`config.mk`:
```
export PLATFORM = sky130hd
export DESIGN_NAME = uart_fifo_controller
export DESIGN_NICKNAME = d
export VERILOG_FILES = /design/src/rtl/uart_fifo_controller.sv
export SDC_FILE = /design/constraint.sdc
export NUM_CORES = 1
export LEC_CHECK = 0
export CAP_MARGIN = 20
export CORE_ASPECT_RATIO = 0.9
export CORE_MARGIN = 5
export CORE_UTILIZATION = 25
export CTS_CLUSTER_DIAMETER = 40
export DETAILED_ROUTE_END_ITERATION = 8
export GPL_TIMING_DRIVEN = 0
export HOLD_SLACK_MARGIN = 0.02
export PLACE_DENSITY = 0.52
export SLEW_MARGIN = 20
export SYNTH_ARGS = -nofsm -noshare
export SYNTH_HDL_FRONTEND = slang
export SYNTH_SLANG_ARGS = --single-unit
```
`constraint.sdc`:
```
create_clock -name clk_i -period 5 [get_ports clk_i]
set_clock_uncertainty 0.15 [all_clocks]
set_input_delay 1.25 -clock clk_i [delete_from_list [all_inputs] [get_ports clk_i]]
set_output_delay 1.25 -clock clk_i [all_outputs]
set_load 0.1 [all_outputs]
```
`src/rtl/uart_fifo_controller.sv`:
```
//------------------------------------------------------------------------------
// Module      : uart_fifo_controller
// Description : Wishbone-mapped 8N1 UART with TX/RX FIFOs, sticky status, irq.
// Revision    : 1.0 - initial release
//------------------------------------------------------------------------------
`timescale 1ns/1ps
`default_nettype none

module uart_fifo_controller #(
  parameter int ADDR_WIDTH = 32,
  parameter int DATA_WIDTH = 32,
  parameter int CLK_FREQ   = 80_000_000,
  parameter int BAUD       = 1152000,
  parameter int TX_DEPTH   = 16,
  parameter int RX_DEPTH   = 16
) (
  input  logic                    clk_i,
  input  logic                    rst_i,
  input  logic                    wb_cyc_i,
  input  logic                    wb_stb_i,
  input  logic                    wb_we_i,
  input  logic [ADDR_WIDTH-1:0]   wb_adr_i,
  input  logic [DATA_WIDTH-1:0]   wb_dat_i,
  output logic [DATA_WIDTH-1:0]   wb_dat_o,
  input  logic [DATA_WIDTH/8-1:0] wb_sel_i,
  output logic                    wb_ack_o,
  output logic                    uart_txd_o,
  input  logic                    uart_rxd_i,
  output logic                    irq_o
);

  localparam int c_div   = CLK_FREQ / BAUD;
  localparam int c_cw    = $clog2(c_div);
  localparam int c_tx_aw = $clog2(TX_DEPTH);
  localparam int c_rx_aw = $clog2(RX_DEPTH);

  localparam logic [c_cw-1:0] c_bit_last  = c_cw'(c_div - 1);
  localparam logic [c_cw-1:0] c_half_last = c_cw'(c_div / 2 - 1);
  localparam logic [c_cw-1:0] c_cnt_one   = c_cw'(1);

  localparam logic [7:0] c_adr_data   = 8'h00;
  localparam logic [7:0] c_adr_status = 8'h04;
  localparam logic [7:0] c_adr_level  = 8'h08;
  localparam logic [7:0] c_adr_ctrl   = 8'h0C;

  typedef enum logic [0:0] {TX_IDLE, TX_SHIFT} tx_state_t;
  typedef enum logic [2:0] {RX_IDLE, RX_START, RX_DATA, RX_STOP, RX_WAIT} rx_state_t;

  logic                  r_ack;
  logic [DATA_WIDTH-1:0] r_dat;
  logic                  r_rx_irq_en, r_tx_irq_en;
  logic                  r_rx_overrun, r_frame_err, r_tx_overflow;
  logic                  r_irq;

  logic                  w_req;
  logic [7:0]            w_adr;
  logic                  w_ctrl_wr, w_flush, w_clear;
  logic [DATA_WIDTH-1:0] w_rd_val;
  logic                  w_unused;

  assign w_req     = wb_cyc_i & wb_stb_i & ~r_ack;
  assign w_adr     = wb_adr_i[7:0];
  assign w_ctrl_wr = w_req & wb_we_i & (w_adr == c_adr_ctrl) & wb_sel_i[0];
  assign w_flush   = w_ctrl_wr & wb_dat_i[3];
  assign w_clear   = w_ctrl_wr & wb_dat_i[2];
  assign w_unused  = ^{wb_adr_i[ADDR_WIDTH-1:8], wb_sel_i[DATA_WIDTH/8-1:1],
                       wb_dat_i[DATA_WIDTH-1:8]};

  // ---------------- TX FIFO ----------------
  logic [7:0]       r_tx_mem [TX_DEPTH];
  logic [c_tx_aw:0] r_tx_wptr, r_tx_rptr;
  logic [c_tx_aw:0] w_tx_level;
  logic             w_tx_empty, w_tx_full, w_tx_push, w_tx_push_req, w_tx_pop;
  logic [7:0]       w_tx_head;

  assign w_tx_level    = r_tx_wptr - r_tx_rptr;
  assign w_tx_empty    = (r_tx_wptr == r_tx_rptr);
  assign w_tx_full     = (r_tx_wptr[c_tx_aw] != r_tx_rptr[c_tx_aw]) &&
                         (r_tx_wptr[c_tx_aw-1:0] == r_tx_rptr[c_tx_aw-1:0]);
  assign w_tx_head     = r_tx_mem[r_tx_rptr[c_tx_aw-1:0]];
  assign w_tx_push_req = w_req & wb_we_i & (w_adr == c_adr_data) & wb_sel_i[0];
  assign w_tx_push     = w_tx_push_req & ~w_tx_full;

  always_ff @(posedge clk_i) begin
    if (w_tx_push) r_tx_mem[r_tx_wptr[c_tx_aw-1:0]] <= wb_dat_i[7:0];
  end

  always_ff @(posedge clk_i) begin
    if (rst_i) begin
      r_tx_wptr <= '0;
      r_tx_rptr <= '0;
    end else begin
      if (w_tx_push) r_tx_wptr <= r_tx_wptr + (c_tx_aw+1)'(1);
      if (w_flush)       r_tx_rptr <= r_tx_wptr;
      else if (w_tx_pop) r_tx_rptr <= r_tx_rptr + (c_tx_aw+1)'(1);
    end
  end

  // ---------------- TX shifter ----------------
  tx_state_t       r_tx_state;
  logic [c_cw-1:0] r_tx_cnt;
  logic [3:0]      r_tx_bit;
  logic [7:0]      r_tx_shift;
  logic            r_txd;
  logic            w_tx_frame_end, w_tx_idle;

  // A new frame is loaded on the stop bit's last cycle so frames run back-to-back.
  assign w_tx_frame_end = (r_tx_state == TX_SHIFT) && (r_tx_cnt == '0) && (r_tx_bit == 4'd9);
  assign w_tx_pop       = ((r_tx_state == TX_IDLE) | w_tx_frame_end) & ~w_tx_empty;
  assign w_tx_idle      = w_tx_empty & (r_tx_state == TX_IDLE);

  always_ff @(posedge clk_i) begin
    if (rst_i) begin
      r_tx_state <= TX_IDLE;
      r_tx_cnt   <= '0;
      r_tx_bit   <= '0;
      r_tx_shift <= '0;
      r_txd      <= 1'b1;
    end else if (w_tx_pop) begin
      r_tx_state <= TX_SHIFT;
      r_tx_cnt   <= c_bit_last;
      r_tx_bit   <= '0;
      r_tx_shift <= w_tx_head;
      r_txd      <= 1'b0;
    end else if (r_tx_state == TX_SHIFT) begin
      if (r_tx_cnt != '0) begin
        r_tx_cnt <= r_tx_cnt - c_cnt_one;
      end else if (r_tx_bit == 4'd9) begin
        r_tx_state <= TX_IDLE;
      end else begin
        r_tx_cnt <= c_bit_last;
        r_tx_bit <= r_tx_bit + 4'd1;
        if (r_tx_bit == 4'd8) begin
          r_txd <= 1'b1;
        end else begin
          r_txd      <= r_tx_shift[0];
          r_tx_shift <= {1'b0, r_tx_shift[7:1]};
        end
      end
    end
  end

  // ---------------- RX receiver ----------------
  rx_state_t       r_rx_state;
  logic            r_rx_s1, r_rx_s2, r_rx_prev;
  logic [c_cw-1:0] r_rx_cnt;
  logic [2:0]      r_rx_bit;
  logic [7:0]      r_rx_shift;
  logic            w_rx_done, w_rx_push_req, w_rx_ferr;

  assign w_rx_done     = (r_rx_state == RX_STOP) && (r_rx_cnt == '0);
  assign w_rx_push_req = w_rx_done & r_rx_s2;
  assign w_rx_ferr     = w_rx_done & ~r_rx_s2;

  always_ff @(posedge clk_i) begin
    if (rst_i) begin
      r_rx_s1    <= 1'b1;
      r_rx_s2    <= 1'b1;
      r_rx_prev  <= 1'b1;
      r_rx_state <= RX_IDLE;
      r_rx_cnt   <= '0;
      r_rx_bit   <= '0;
      r_rx_shift <= '0;
    end else begin
      r_rx_s1   <= uart_rxd_i;
      r_rx_s2   <= r_rx_s1;
      r_rx_prev <= r_rx_s2;
      case (r_rx_state)
        RX_IDLE: begin
          if (r_rx_prev & ~r_rx_s2) begin
            r_rx_state <= RX_START;
            r_rx_cnt   <= c_half_last;
          end
        end
        RX_START: begin
          if (r_rx_cnt != '0) begin
            r_rx_cnt <= r_rx_cnt - c_cnt_one;
          end else if (r_rx_s2) begin
            r_rx_state <= RX_IDLE;
          end else begin
            r_rx_state <= RX_DATA;
            r_rx_cnt   <= c_bit_last;
            r_rx_bit   <= '0;
          end
        end
        RX_DATA: begin
          if (r_rx_cnt != '0) begin
            r_rx_cnt <= r_rx_cnt - c_cnt_one;
          end else begin
            r_rx_shift <= {r_rx_s2, r_rx_shift[7:1]};
            r_rx_cnt   <= c_bit_last;
            r_rx_bit   <= r_rx_bit + 3'd1;
            if (r_rx_bit == 3'd7) r_rx_state <= RX_STOP;
          end
        end
        RX_STOP: begin
          if (r_rx_cnt != '0) r_rx_cnt <= r_rx_cnt - c_cnt_one;
          else                r_rx_state <= r_rx_s2 ? RX_IDLE : RX_WAIT;
        end
        RX_WAIT: begin
          if (r_rx_s2) r_rx_state <= RX_IDLE;
        end
        default: r_rx_state <= RX_IDLE;
      endcase
    end
  end

  // ---------------- RX FIFO ----------------
  logic [7:0]       r_rx_mem [RX_DEPTH];
  logic [c_rx_aw:0] r_rx_wptr, r_rx_rptr;
  logic [c_rx_aw:0] w_rx_level;
  logic             w_rx_empty, w_rx_full, w_rx_push, w_rx_pop, w_rx_ovr;

  assign w_rx_level = r_rx_wptr - r_rx_rptr;
  assign w_rx_empty = (r_rx_wptr == r_rx_rptr);
  assign w_rx_full  = (r_rx_wptr[c_rx_aw] != r_rx_rptr[c_rx_aw]) &&
                      (r_rx_wptr[c_rx_aw-1:0] == r_rx_rptr[c_rx_aw-1:0]);
  assign w_rx_pop   = w_req & ~wb_we_i & (w_adr == c_adr_data) & ~w_rx_empty;
  // A flush in the same cycle frees the slot, so the arriving byte survives it.
  assign w_rx_push  = w_rx_push_req & (~w_rx_full | w_rx_pop | w_flush);
  assign w_rx_ovr   = w_rx_push_req & w_rx_full & ~w_rx_pop & ~w_flush;

  always_ff @(posedge clk_i) begin
    if (w_rx_push) r_rx_mem[r_rx_wptr[c_rx_aw-1:0]] <= r_rx_shift;
  end

  always_ff @(posedge clk_i) begin
    if (rst_i) begin
      r_rx_wptr <= '0;
      r_rx_rptr <= '0;
    end else begin
      if (w_rx_push) r_rx_wptr <= r_rx_wptr + (c_rx_aw+1)'(1);
      if (w_flush)       r_rx_rptr <= r_rx_wptr;
      else if (w_rx_pop) r_rx_rptr <= r_rx_rptr + (c_rx_aw+1)'(1);
    end
  end

  // ---------------- Register file ----------------
  always_comb begin
    w_rd_val = '0;
    case (w_adr)
      c_adr_data:   if (!w_rx_empty) w_rd_val[7:0] = r_rx_mem[r_rx_rptr[c_rx_aw-1:0]];
      c_adr_status: w_rd_val[6:0] = {w_tx_idle, ~w_tx_full, 1'b0, r_tx_overflow,
                                     r_frame_err, r_rx_overrun, ~w_rx_empty};
      c_adr_level:  w_rd_val[15:0] = {8'(w_tx_level), 8'(w_rx_level)};
      c_adr_ctrl:   w_rd_val[1:0] = {r_tx_irq_en, r_rx_irq_en};
      default:      w_rd_val = '0;
    endcase
  end

  always_ff @(posedge clk_i) begin
    if (rst_i) begin
      r_ack         <= 1'b0;
      r_dat         <= '0;
      r_rx_irq_en   <= 1'b0;
      r_tx_irq_en   <= 1'b0;
      r_rx_overrun  <= 1'b0;
      r_frame_err   <= 1'b0;
      r_tx_overflow <= 1'b0;
      r_irq         <= 1'b0;
    end else begin
      r_ack <= w_req;
      if (w_req) r_dat <= wb_we_i ? '0 : w_rd_val;
      if (w_ctrl_wr) begin
        r_rx_irq_en <= wb_dat_i[0];
        r_tx_irq_en <= wb_dat_i[1];
      end
      // New events in the clearing cycle win over the clear.
      r_rx_overrun  <= (r_rx_overrun  & ~w_clear) | w_rx_ovr;
      r_frame_err   <= (r_frame_err   & ~w_clear) | w_rx_ferr;
      r_tx_overflow <= (r_tx_overflow & ~w_clear) | (w_tx_push_req & w_tx_full);
      r_irq <= (r_rx_irq_en & ~w_rx_empty) | (r_tx_irq_en & w_tx_idle) |
               r_rx_overrun | r_frame_err;
    end
  end

  assign wb_ack_o   = r_ack;
  assign wb_dat_o   = r_dat;
  assign uart_txd_o = r_txd;
  assign irq_o      = r_irq;

endmodule

`default_nettype wire

```
==> impl_metrics.toml, run 1 <==
[status]
status = "completed"

[die]
core_area_um2 = 57300
rows = 83
fp.dieH_um = 239
top_level_ports = 109
start_util = 0.254
die_x_um = 264
die_footprint_um2 = 63100

[detailed_routing]
drt_iter0_drc = 677
routed_wire_length_per_instance_um = 18.7
vias = 8706
drtAntennaViolNets = 0
detail_route.vias_per_cell = 4.57
wirelength_um = 35600
drt_pre_antenna_iters = 5
drc = 0

[worst_setup_path]
worst-r2r-cell-count = 7
worstSetupPathType = "in -> reg"
crit_path_end_kind = "flop"
cp_cell_sequence = "clkdlybuf4s50_1 > nand4b_1 > or4_4 > buf_6 > o211ai_1 > nand3_1 > nor2_1"
timing.critical_path.from_type = "input pin"
r2r-end = "r_rx_mem[8][0]$_DFFE_PP_"
slowest_cell_on_the_critical_path = "sky130_fd_sc_hd__clkdlybuf4s50_1"
critical_path.reg2reg.startpoint = "r_rx_wptr[0]$_SDFFE_PP0P_"
cp_max_fo = 20
max_stage_delay_ps = 1100
timing.reg2reg.setup_slack_ps = 1370
cp.arrival_ps = 4590
critical_path_required_ps = 5030

[place]
portBuffers = 36
place.gp.congestion = 0.802
place.detailed.hpwl_um = 24300

[yosys]
synth_adder_area_share = 0.0251
syn-cell-area_um2 = 14600
most_frequently_used_cell_type_in_the_post_synthesis_netlist = "sky130_fd_sc_hd__edfxtp_1"
synth_top_cell_by_area = "sky130_fd_sc_hd__edfxtp_1"
ys_seq_area_frac = 0.656
synth_enable_flop_cells = 256
ys_warn_count = 0
synthSimpleGateAreaFrac = 0.0875
netlist_top_cells_area = "sky130_fd_sc_hd__edfxtp_1 53%, sky130_fd_sc_hd__dfxtp_1 13%, sky130_fd_sc_hd__mux4_2 9.9%"
syn_area_per_cell_um2 = 14.8
synth_top_cell_area_share = 0.528
share_of_the_synthesized_area_in_compound_gates_ao_oa_aoi_oai = 0.0665
post_synth_xor_area_fraction = 0.0132
synth_top_cells_by_count = "256 x sky130_fd_sc_hd__edfxtp_1, 93 x sky130_fd_sc_hd__dfxtp_1, 87 x sky130_fd_sc_hd__nor2_1"
synth_ff_type = "sky130_fd_sc_hd__edfxtp_1"
synthMuxAreaShare = 0.122
ys_seq_elements = 349
synth_async_sr_flop_share = 0
synth_cell_types = 62
synth_top_family_by_area = "multiplexers"
syn_inst = 984

[worst_hold_path]
hp-class = "reg -> reg"
worst_hold_path.endpoint = "r_rx_s2$_SDFF_PP1_"
hold_depth = 1
min-delay-start = "r_rx_s1$_SDFF_PP1_"

[pwr]
p_leak_nw = 5.64
peakVddDrop_v = 0.000208
power.density_cell_area_nw_per_um2 = 431

[cts]
postCtsHoldBufs = 0
cts.root.buffer_cell = "sky130_fd_sc_hd__clkbuf_16"
cts.htree.levels = 2
cts_repair_resize_count = 0
cts_tree = "built"
numClockSinks = 349
cts.path.max_buffers = 3
cts_setup_buffers = 0
insertion_delay_ps = 580
numCtsBuffers = 50
cts.clk_slew.worst_paths_ps = 60

[timing]
finalCritPeriodShare = 0.912
fin_tns_setup_ps = 0
timing.slew.headroom = 0.200
rsz0062_at_grt = "no"
worst_slew_pin_slew_ps = 1200
min_period_ps = 4560
timing.fmax_mhz = 219
timing.final.hold_violations = 0
drv_slew = 0
setup_viol = 0

[global_route]
maximum_number_of_pins_on_one_net_before_global_route_repair = 21
antenna_found_initial = 0
groute.usage.overall = 0.111
global_route.overflow_total = 0
grt_first_pass_wirelength_um = 54300
first_global_vias = 8770

[cells_and_area]
syn_to_final_growth_pct = 21.6
fin_nets = 1197
final_layout_size_suffix_gt1_frac = 0.182
final_util = 0.309

[job]
max_cap_viol_count = 0
==> critical path: cells and delay by family <==
kind,cells,cell delay [ps]
AO/OA/AOI/OAI,1,240
buffers and inverters,2,1260
AND/OR/NAND/NOR,4,1830
==> cell type report <==
class / instances / area (um2)
antenna: 1 / 2.50
buffer: 67 / 340
clock buffer: 60 / 1350
clock inverter: 34 / 313
fill: 5701 / 39600
inverter: 22 / 82.6
multi-input combinational: 564 / 4690
sequential: 349 / 9550
tap: 765 / 957
timing repair buffer: 41 / 404
==> power by group <==
group          switching, W  total [W]  internal, W  leakage [nW]
Clock               0.00136    0.00343      0.00207         0.804
Combinational      0.000580   0.000991     0.000411          1.75
Sequential        0.0000563    0.00321      0.00315          3.09
Total               0.00200    0.00763      0.00563          5.64
==> placed cells by master, fill, tap and decap left out, types with 10 or more instances in the layout <==
cell type                         count
sky130_fd_sc_hd__buf_4               22
sky130_fd_sc_hd__xnor2_1             12
sky130_fd_sc_hd__nor3_1              12
sky130_fd_sc_hd__a21oi_1             42
sky130_fd_sc_hd__nor4_1              10
sky130_fd_sc_hd__clkbuf_16           51
sky130_fd_sc_hd__clkbuf_1            43
sky130_fd_sc_hd__nor2_1              87
sky130_fd_sc_hd__inv_1               22
sky130_fd_sc_hd__ha_1                26
sky130_fd_sc_hd__xor2_1              10
sky130_fd_sc_hd__mux2i_1             28
sky130_fd_sc_hd__mux4_2              64
sky130_fd_sc_hd__o21ai_0             30
sky130_fd_sc_hd__dfxtp_1             93
sky130_fd_sc_hd__nand2_1             32
sky130_fd_sc_hd__nor2b_1             10
sky130_fd_sc_hd__clkdlybuf4s50_1     34
sky130_fd_sc_hd__nand3_1             24
sky130_fd_sc_hd__a22oi_1             15
sky130_fd_sc_hd__conb_1              19
sky130_fd_sc_hd__edfxtp_1           256
==> state kept, by name (all words and copies together), names as in the netlist, 3 cells and up, named ones only <==
name and count:
r_rx_state 3, r_rx_bit 3, r_rx_wptr 5, r_tx_bit 4, r_tx_rptr 5, r_tx_cnt 7
wb_dat_o 13, r_tx_shift 8, r_tx_wptr 5, r_tx_mem 128, r_rx_mem 128, r_rx_rptr 5
r_rx_cnt 7, r_rx_shift 8
==> layer usage <==
| layer | part of all wire | GRT usage |
|---|---|---|
| met4 | 0.022 | 0.0328 |
| met3 | 0.061 | 0.0281 |
| met1 | 0.49 | 0.162 |
| met2 | 0.43 | 0.164 |
| met5 | 0 | 0 |
==> kinds of logic after synthesis <==
group,after synthesis
xor+xnor,22
fa+ha+maj,28
other cells,1
compound gates,149
mux,97
simple gates,249
flops,349
buf+inv,89
==> through the flow <==
stage / power (W) / instance area, um2 / hold slack [ps] / std cells / worst slack, ps
after global routing: 0.00797 / 17700 / 263 / 1902 / 203
after CTS: 0.00771 / 17700 / 255 / 1902 / 441
final: 0.00763 / 17700 / 249 / 1903 / 441
after floorplan: 0.00403 / 14600 / 239 / 1002 / 913
after global placement: 0.00425 / 15900 / 242 / 1803 / -566
after detailed placement: 0.00426 / 16000 / 248 / 1808 / -141
==> worst max path at each step <==
stage               slack, ps         from                   endpoint  depth (start not counted)
floorplan                 910  wb_adr_i[1]   r_tx_mem[1][0]$_DFFE_PP_                          5
global placement         -570  wb_adr_i[1]   r_tx_mem[1][6]$_DFFE_PP_                          6
detailed placement       -140  wb_dat_i[3]   r_rx_mem[4][1]$_DFFE_PP_                          7
CTS                       440  wb_dat_i[3]  r_rx_mem[12][7]$_DFFE_PP_                          7
global route              200  wb_dat_i[3]   r_rx_mem[4][2]$_DFFE_PP_                          7
finish                    440  wb_dat_i[3]   r_rx_mem[8][0]$_DFFE_PP_                          7
Power figures use the tool's default switching activity.
==> inputs of run 2 (changes only) <==
- CAP_MARGIN: 20 -> 0
==> run 2 against run 1 <==
  * Maximum frequency shrank 1.6%
  * Register-to-register slack got worse by 70 ps
  * Routed wire length decreased by 0.36%
  * Largest cell class unchanged
  * Clock power up 9.6%
==> impl_metrics.toml, run 2 (same netlist as run 1, synthesis figures left out) <==
[cts]
cts.clk_slew.worst_paths_ps = 60
cts_setup_buffers = 0
insertion_delay_ps = 610
postCtsHoldBufs = 0
cts_tree = "built"
cts.path.max_buffers = 3
numCtsBuffers = 52
numClockSinks = 349
cts.htree.levels = 2
cts_repair_resize_count = 0
cts.root.buffer_cell = "sky130_fd_sc_hd__clkbuf_16"

[worst_setup_path]
worstSetupPathType = "in -> reg"
r2r-end = "r_rx_mem[4][1]$_DFFE_PP_"
cp_cell_sequence = "clkdlybuf4s50_1 > nand4b_1 > or4_4 > buf_6 > o211ai_1 > nand3_1 > nor2_1"
timing.critical_path.from_type = "input pin"
cp_num_buf_inv = 2
slowest_cell_on_the_critical_path = "sky130_fd_sc_hd__clkdlybuf4s50_1"
critical_path_required_ps = 5050
critical_path.top_delay_family = "simple AND/OR/NAND/NOR gates"
cp_max_fo = 20
critical_path.reg2reg.startpoint = "r_rx_wptr[0]$_SDFFE_PP0P_"
worst-r2r-cell-count = 7
cp.arrival_ps = 4680
max_stage_delay_ps = 1100
crit_path_end_kind = "flop"
timing.reg2reg.setup_slack_ps = 1300

[status]
status = "completed"

[detailed_routing]
detail_route.vias_per_cell = 4.55
wl_met2_um = 15500
detailroute.wirelength.met3_um = 2260
drt_iter0_drc = 662
drtAntennaViolNets = 0
route.top_layer_used = "met4"
routedLengthMet1_um = 17000
routed_wire_length_per_instance_um = 18.6
wirelength_um = 35500
vias = 8672
drt_pre_antenna_iters = 4
drc = 0

[die]
fp.dieH_um = 239
top_level_ports = 109
rows = 83
core_area_um2 = 57300
die_footprint_um2 = 63100
die_x_um = 264
start_util = 0.254

[global_route]
antenna_found_initial = 0
maximum_number_of_pins_on_one_net_before_global_route_repair = 21
grt_first_pass_wirelength_um = 53700
global_route.overflow_total = 0
first_global_vias = 8690
groute.usage.overall = 0.110

[timing]
min_period_ps = 4630
setup_viol = 0
finalCritPeriodShare = 0.927
timing.final.hold_violations = 0
timing.fmax_mhz = 216
hold_slack_ps = 254
rsz0062_at_grt = "no"
fin_tns_setup_ps = 0
timing.slew.headroom = 0.224
worst_slew_pin_slew_ps = 1160
drv_slew = 0

[place]
portBuffers = 36
place.detailed.hpwl_um = 24300
place.gp.congestion = 0.802

[pwr]
p_leak_nw = 5.71
power.density_cell_area_nw_per_um2 = 446
peakVddDrop_v = 0.000228

[cells_and_area]
mostFrequentLayoutCells = "256 x sky130_fd_sc_hd__edfxtp_1, 93 x sky130_fd_sc_hd__dfxtp_1, 87 x sky130_fd_sc_hd__nor2_1, 64 x sky130_fd_sc_hd__mux4_2, 54 x sky130_fd_sc_hd__clkbuf_16"
final_layout_size_suffix_gt1_frac = 0.183
diodes = 0
fin_nets = 1198
syn_to_final_growth_pct = 22.6
final_common_cell = "sky130_fd_sc_hd__edfxtp_1"

[job]
max_cap_viol_count = 0

[worst_hold_path]
hp-class = "reg -> reg"
worst_hold_path.endpoint = "r_rx_s2$_SDFF_PP1_"
min-delay-start = "r_rx_s1$_SDFF_PP1_"
hold_depth = 1
## run 2: cell count changes in the layout (fill, tap and decap cells not counted), moves of 3 or more
| cell | before | now |
|---|---|---|
| sky130_fd_sc_hd__bufinv_16 | 2 | 6 |
| sky130_fd_sc_hd__clkinv_2 | 8 | 5 |
| sky130_fd_sc_hd__inv_6 | 9 | 3 |
| sky130_fd_sc_hd__inv_8 | 1 | 6 |
| sky130_fd_sc_hd__clkbuf_8 | 4 | 1 |
| sky130_fd_sc_hd__clkbuf_16 | 51 | 54 |
## run 2: per-stage QoR
step                      setup slack, ps  cell area, um2   util  std cells  total power (W)
final                                 365           17800  0.311       1905          0.00796
after CTS                             392           17900  0.312       1905          0.00806
after global placement               -566           15900  0.278       1803          0.00425
after detailed placement             -190           16000  0.279       1807          0.00426
after floorplan                       913           14600      -       1002          0.00403
after global routing                  254           17800  0.311       1905          0.00828
## run 2: layout make-up
type / instances / area (um2)
clock buffer: 62 / 1390
buffer: 67 / 340
clock inverter: 36 / 448
tap: 765 / 957
sequential: 349 / 9550
multi-input combinational: 564 / 4690
inverter: 22 / 82.6
fill: 5702 / 39500
timing repair buffer: 40 / 374
## run 2: layer usage
layer / track usage / up-vias
li1: - / 4032
met1: 0.158 / 4372
met2: 0.164 / 220
met3: 0.0277 / 48
met4: 0.0362 / 0
met5: 0 / -
## run 2: how the worst max path moves through the flow
stage | start | to | cells after the start
6_report | wb_dat_i[3] | r_rx_mem[4][1]$_DFFE_PP_ | 7
5_1_grt | wb_dat_i[3] | r_rx_mem[4][1]$_DFFE_PP_ | 7
4_1_cts | wb_dat_i[3] | r_rx_mem[4][1]$_DFFE_PP_ | 7
3_5_place_dp | wb_dat_i[3] | r_rx_mem[4][1]$_DFFE_PP_ | 7
3_3_place_gp | wb_adr_i[1] | r_tx_mem[1][6]$_DFFE_PP_ | 6
2_1_floorplan | wb_adr_i[1] | r_tx_mem[1][0]$_DFFE_PP_ | 5
## run 2: report_power, final
part	internal [W]	switching [W]
sequential	0.00315	0.0000558
clock	0.00235	0.00141
combinational	0.000411	0.000578
total	0.00591	0.00205
==> inputs of run 3 (changes only) <==
- clock period: 5 -> 4.6 ns (I/O delays scaled with it)
==> results of run 3 <==
Same layout as run 2 (identical final DEF). Status: completed.
Among the figures that moved: setup slack after placement -190 ps -> -490 ps; setup slack after layout 365 ps -> 65.5 ps; register-to-register setup slack 1300 ps -> 900 ps; total power 0.00796 W -> 0.00865 W; worst IR drop on VDD 0.000228 V -> 0.000248 V
